--- src/rtl/reg_file_param.sv ---
// ---------------------------------------------------------------------------
// reg_file_param
//
// Parametrised register file for the CPU datapath. It has one synchronous
// write port and two combinational read ports. Options are a hardwired-zero
// entry 0 and write-to-read bypass. A CLEAR request starts a sweep that zeroes
// one entry per clock, so software can wipe the file without a reset.
//
// Parameters:
//   DATA_WIDTH   width of each entry and of IN / OUT1 / OUT2
//   ADDR_WIDTH   address width; the file holds 2**ADDR_WIDTH entries
//   ZERO_REG     1 = entry 0 always reads 0 and writes to it are discarded
//   BYPASS       1 = an accepted write is forwarded to a matching read port
//
// Ports:
//   CLK            system clock, rising edge
//   RESET          asynchronous active-low reset
//   IN             write data
//   INADDRESS      write address
//   WRITE          write request, sampled on rising CLK
//   OUT1ADDRESS    read port 1 address
//   OUT2ADDRESS    read port 2 address
//   OUT1           read port 1 data (combinational)
//   OUT2           read port 2 data (combinational)
//   CLEAR          start a clear sweep, sampled on rising CLK
//   BUSY           high while the sweep is running
//   WRITE_REJECT   one-cycle registered pulse: a write arrived during a sweep
// ---------------------------------------------------------------------------
module reg_file_param #(
    parameter int DATA_WIDTH = 8,
    parameter int ADDR_WIDTH = 3,
    parameter int ZERO_REG   = 0,
    parameter int BYPASS     = 1
) (
    input  logic                  CLK,
    input  logic                  RESET,
    input  logic [DATA_WIDTH-1:0] IN,
    input  logic [ADDR_WIDTH-1:0] INADDRESS,
    input  logic                  WRITE,
    input  logic [ADDR_WIDTH-1:0] OUT1ADDRESS,
    input  logic [ADDR_WIDTH-1:0] OUT2ADDRESS,
    output logic [DATA_WIDTH-1:0] OUT1,
    output logic [DATA_WIDTH-1:0] OUT2,
    input  logic                  CLEAR,
    output logic                  BUSY,
    output logic                  WRITE_REJECT
);

    localparam int DEPTH = 1 << ADDR_WIDTH;
    localparam logic [ADDR_WIDTH-1:0] LAST_ADDR = ADDR_WIDTH'(DEPTH - 1);

    typedef enum logic {
        IDLE,
        SWEEP
    } state_t;

    state_t                r_state;
    state_t                w_nextState;
    logic [ADDR_WIDTH-1:0] r_sweepCnt;
    logic [DATA_WIDTH-1:0] r_mem [DEPTH];
    logic                  r_writeReject;

    logic w_idle;
    logic w_writeAccept;
    logic w_zeroEntryWrite;
    logic w_writeStore;
    logic w_bypassOk;

    assign w_idle           = (r_state == IDLE);
    assign w_writeAccept    = WRITE && w_idle;
    // An accepted write to the hardwired-zero entry is silently swallowed;
    // it is not a rejection, so it never raises WRITE_REJECT.
    assign w_zeroEntryWrite = (ZERO_REG != 0) && (INADDRESS == '0);
    assign w_writeStore     = w_writeAccept && !w_zeroEntryWrite;
    // Forwarding only happens for writes that will really land in storage,
    // which also rules out forwarding while a sweep owns the file.
    assign w_bypassOk       = (BYPASS != 0) && w_writeStore;

    assign BUSY         = (r_state == SWEEP);
    assign WRITE_REJECT = r_writeReject;

    // State register for the clear sweep.
    always_ff @(posedge CLK or negedge RESET) begin
        if (!RESET) begin
            r_state <= IDLE;
        end else begin
            r_state <= w_nextState;
        end
    end

    // Next-state logic: CLEAR only matters in IDLE, so a request during a
    // sweep neither restarts nor extends it. The sweep ends after the last
    // entry has been cleared.
    always_comb begin
        w_nextState = r_state;
        case (r_state)
            IDLE: begin
                if (CLEAR) begin
                    w_nextState = SWEEP;
                end
            end
            SWEEP: begin
                if (r_sweepCnt == LAST_ADDR) begin
                    w_nextState = IDLE;
                end
            end
            default: begin
                w_nextState = IDLE;
            end
        endcase
    end

    // Sweep counter: armed to 0 when the sweep starts, then steps once per
    // sweep cycle. Stepping past the last entry wraps it back to 0.
    always_ff @(posedge CLK or negedge RESET) begin
        if (!RESET) begin
            r_sweepCnt <= '0;
        end else if (w_idle) begin
            if (CLEAR) begin
                r_sweepCnt <= '0;
            end
        end else begin
            r_sweepCnt <= r_sweepCnt + 1'b1;
        end
    end

    // Storage: normal writes only in IDLE; during a sweep the entry selected
    // by the counter is zeroed each cycle. A write that shares its cycle with
    // the CLEAR request is still performed, because the state is still IDLE.
    always_ff @(posedge CLK or negedge RESET) begin
        if (!RESET) begin
            for (int i = 0; i < DEPTH; i++) begin
                r_mem[i] <= '0;
            end
        end else if (w_writeStore) begin
            r_mem[INADDRESS] <= IN;
        end else if (!w_idle) begin
            r_mem[r_sweepCnt] <= '0;
        end
    end

    // Reject pulse: every write request seen during a sweep produces a pulse
    // in the following cycle, so consecutive dropped writes give consecutive
    // pulses.
    always_ff @(posedge CLK or negedge RESET) begin
        if (!RESET) begin
            r_writeReject <= 1'b0;
        end else begin
            r_writeReject <= WRITE && !w_idle;
        end
    end

    // Read port 1: stored value, overridden by the bypassed write data, and
    // finally forced to 0 for the hardwired-zero entry.
    always_comb begin
        OUT1 = r_mem[OUT1ADDRESS];
        if (w_bypassOk && (INADDRESS == OUT1ADDRESS)) begin
            OUT1 = IN;
        end
        if ((ZERO_REG != 0) && (OUT1ADDRESS == '0)) begin
            OUT1 = '0;
        end
    end

    // Read port 2: same priority as read port 1.
    always_comb begin
        OUT2 = r_mem[OUT2ADDRESS];
        if (w_bypassOk && (INADDRESS == OUT2ADDRESS)) begin
            OUT2 = IN;
        end
        if ((ZERO_REG != 0) && (OUT2ADDRESS == '0)) begin
            OUT2 = '0;
        end
    end

endmodule
--- config.mk ---
export PLATFORM = sky130hd
export DESIGN_NAME = reg_file_param
export DESIGN_NICKNAME = d
export VERILOG_FILES = /design/src/rtl/reg_file_param.sv
export SDC_FILE = /design/constraint.sdc
export NUM_CORES = 1
export LEC_CHECK = 0
export BUFFER_PORTS_ARGS = -buffer_cell sky130_fd_sc_hd__clkbuf_2
export CORE_MARGIN = 3
export CORE_UTILIZATION = 53
export DETAILED_ROUTE_END_ITERATION = 16
export PLACE_DENSITY = 0.78
export SYNTH_ARGS = -nofsm -noshare
export SYNTH_HDL_FRONTEND = slang
export SYNTH_SLANG_ARGS = --single-unit
--- constraint.sdc ---
create_clock -name CLK -period 1.6 [get_ports CLK]
set_input_delay 0.08 -clock CLK [delete_from_list [all_inputs] [get_ports CLK]]
set_output_delay 0.08 -clock CLK [all_outputs]
set_load 0.03 [all_outputs]
==> reports/qor.yml <==
run_status:
  outcome: "finished, violations left"
  violations: "negative setup slack"
timing:
  fin_skew_ns: 0.00586
  relSlewSlack_pct: 63.1
  worstMarginPinSlew_ns: 0.553
  finalHoldViolCount: 0
  finalSetupTns_ns: -3.20
  finalSetupViolCount: 21
  worst_slack_ns: -0.296
  rsz0062_at_grt: "true"
  report.final.slew_viol_count: 0
  min_period_over_period_pct: 118
  clock.fmax_ghz: 0.527
  final.min_clock_period_ns: 1.90
hold_path:
  hp-class: "primary input to flop"
clock_tree:
  cts-root-buf: "clkbuf_8"
  htree_levels: 3
  clkSlewWorstSetupHoldPaths_ns: 0.08
  clk_latency_ns: 0.35
  clock_sinks: 69
  cts_made_buffers: 9
  clk_path_buf_depth: 2
  cts_tree: "done"
power_and_ir_drop:
  ir_drop_mv: 1.14
  power_uw: 7400
  p_leak_uw: 0.00241
  power_density_mw_per_mm2: 1350
synth:
  synth_flop_cell: "dfrtp_1"
  async_flop_share_pct: 100
  syn_area_mm2: 0.00385
  syn_inst: 292
  ys_seq_area_share_pct: 44.8
  synth_common_cells: "dfrtp_1, a22o_1, mux4_2"
  netlist.area_leader.share_pct: 44.8
  synth_most_common_cell: "dfrtp_1"
  yosysTopAreaCell: "dfrtp_1"
  synth_cell_types: 33
  netlist_top_cells_area: "dfrtp_1, mux4_2, a22o_1"
  ys_ff_latch: 69
  yosysWarnings: 0
  synth_edf_count: 0
  avgSynthCellArea_um2: 13.2
  syn_nets: 315
detailed_routing:
  drt-initial-drc-count: 269
  drc: 0
  routedWlPerCell_um: 25.9
  final_antenna_net_count: 0
  wl_um: 12700
  drt_first_pass_iters: 4
  viasPerCell: 6.73
  vias: 3299
floorplanning:
  die_h_um: 91.3
  die-area_mm2: 0.00833
  core_area_mm2: 0.00691
  io_pins: 39
  rows: 30
  die_x_um: 91.3
  start_util_pct: 55.8
global_routing:
  antenna_found_initial: 0
  grt_max_degree: 24
  gr-usage-met3_pct: 9.53
  busiest_layer: "met2"
  grt_pass1_wl_um: 18900
  gr-usage-met1_pct: 40.4
  grt_pass1_vias: 3417
  gr-total-overflow: 0
  met2_usage_pct: 46.9
  track_usage_pct: 30.5
placement:
  gp_congestion: 0.855
  io_buffers: 38
  dp.final_hpwl_um: 7990
  dp_slack_ns: 0.00520
  placed_cell_area_mm2: 0.00462
worst_setup_path:
  end_kind: "output pin"
  cp.required_ns: 1.52
  crit_fanout: 3
  arrival_ns: 1.82
  worstSetupStartpointType: "flop"
  worstSetupPathType: "flop to output pin"
finish:
  syn_to_final_growth_pct: 42.3
  fin_nets: 412
  num-fill-cells: 408
  diodes: 0
  drive_gt1_share_pct: 55.1
  fin_area_mm2: 0.00549
run:
  max_cap_violations: 0
[critical path, cell delays in order (launching register included)]
cell and delay, ns:
dfrtp_1 0.41, mux4_2 0.52, mux2i_2 0.20, buf_4 0.15, a21oi_4 0.05, buf_8 0.14
[cell families after synthesis]
kind of cell    synth area share, %
compound gates                 18.8
flops                          44.8
mux                            23.1
simple gates                   7.92
buf+inv                        3.34
xor+xnor                       1.36
fa+ha+maj                     0.649
[power breakdown]
group / internal [µW] / switching [µW]
combinational: 1660 / 1650
sequential: 2100 / 386
clock: 917 / 690
[stage by stage]
| step | std cells | hold WS (ns) | utilization (%) |
|---|---|---|---|
| final | 490 | 0.0499 | 79.4 |
| after global routing | 490 | 0.0728 | 79.4 |
| after CTS | 474 | 0.0264 | 75.1 |
| after detailed placement | 446 | 0.0928 | 66.9 |
| after global placement | 446 | 0.0875 | 66.9 |
| after floorplan | 292 | -0.216 | - |
[state kept, by name, indices dropped and copies added (netlist names)]
name / count
WRITE_REJECT: 1
BUSY: 1
r_sweepCnt: 3
r_mem: 64
[repair_timing]
action	4_1_cts	5_1_grt
gates cloned	1	0
setup buffers	9	16
endpoints found under the hold margin	23	0
pin swaps	16	8
resized for setup	58	44
hold buffers	2	0
setup endpoints to repair	24	74
[final timing paths]
| check | startpoint | end | slack, ns | cells past startpoint |
|---|---|---|---|---|
| min reg2reg | r_mem[14] | r_mem[14] | 0.53 | 1 |
| min in group asynchronous | RESET | r_mem[29] | 0.27 | 2 |
| max | r_mem[3] | OUT1[3] | -0.30 | 5 |
| max reg2reg | BUSY | r_mem[50] | -0.01 | 6 |
| min | WRITE | WRITE_REJECT | 0.05 | 2 |
| max in group asynchronous | RESET | BUSY | 0.72 | 3 |
[layer usage]
layer  wire [µm]  share of wire (%)
met5           0                  0
met4         394                3.1
met3        1180                9.3
met2        6470                 51
met1        4660                 37
[cell type report]
class,instances,area [µm²],area share (%)
repair buffers,113,1010,18.4
multi-input cells,196,2400,43.8
flip-flops and latches,69,1730,31.5
well taps,96,120,2.19
clock buffers,10,138,2.51
clock inverters,6,86.3,1.57
[cells in the final DEF (no fill, tap or decap), types with 6 or more instances in the layout]
cell type	n
mux2i_4	9
xnor2_1	6
buf_8	14
clkbuf_8	11
buf_4	61
dfrtp_1	68
nor2_1	7
clkbuf_2	21
nor2_2	12
buf_12	6
a21oi_4	16
buf_6	7
a22o_1	64
mux4_2	32
Power figures use the tool's default switching activity.
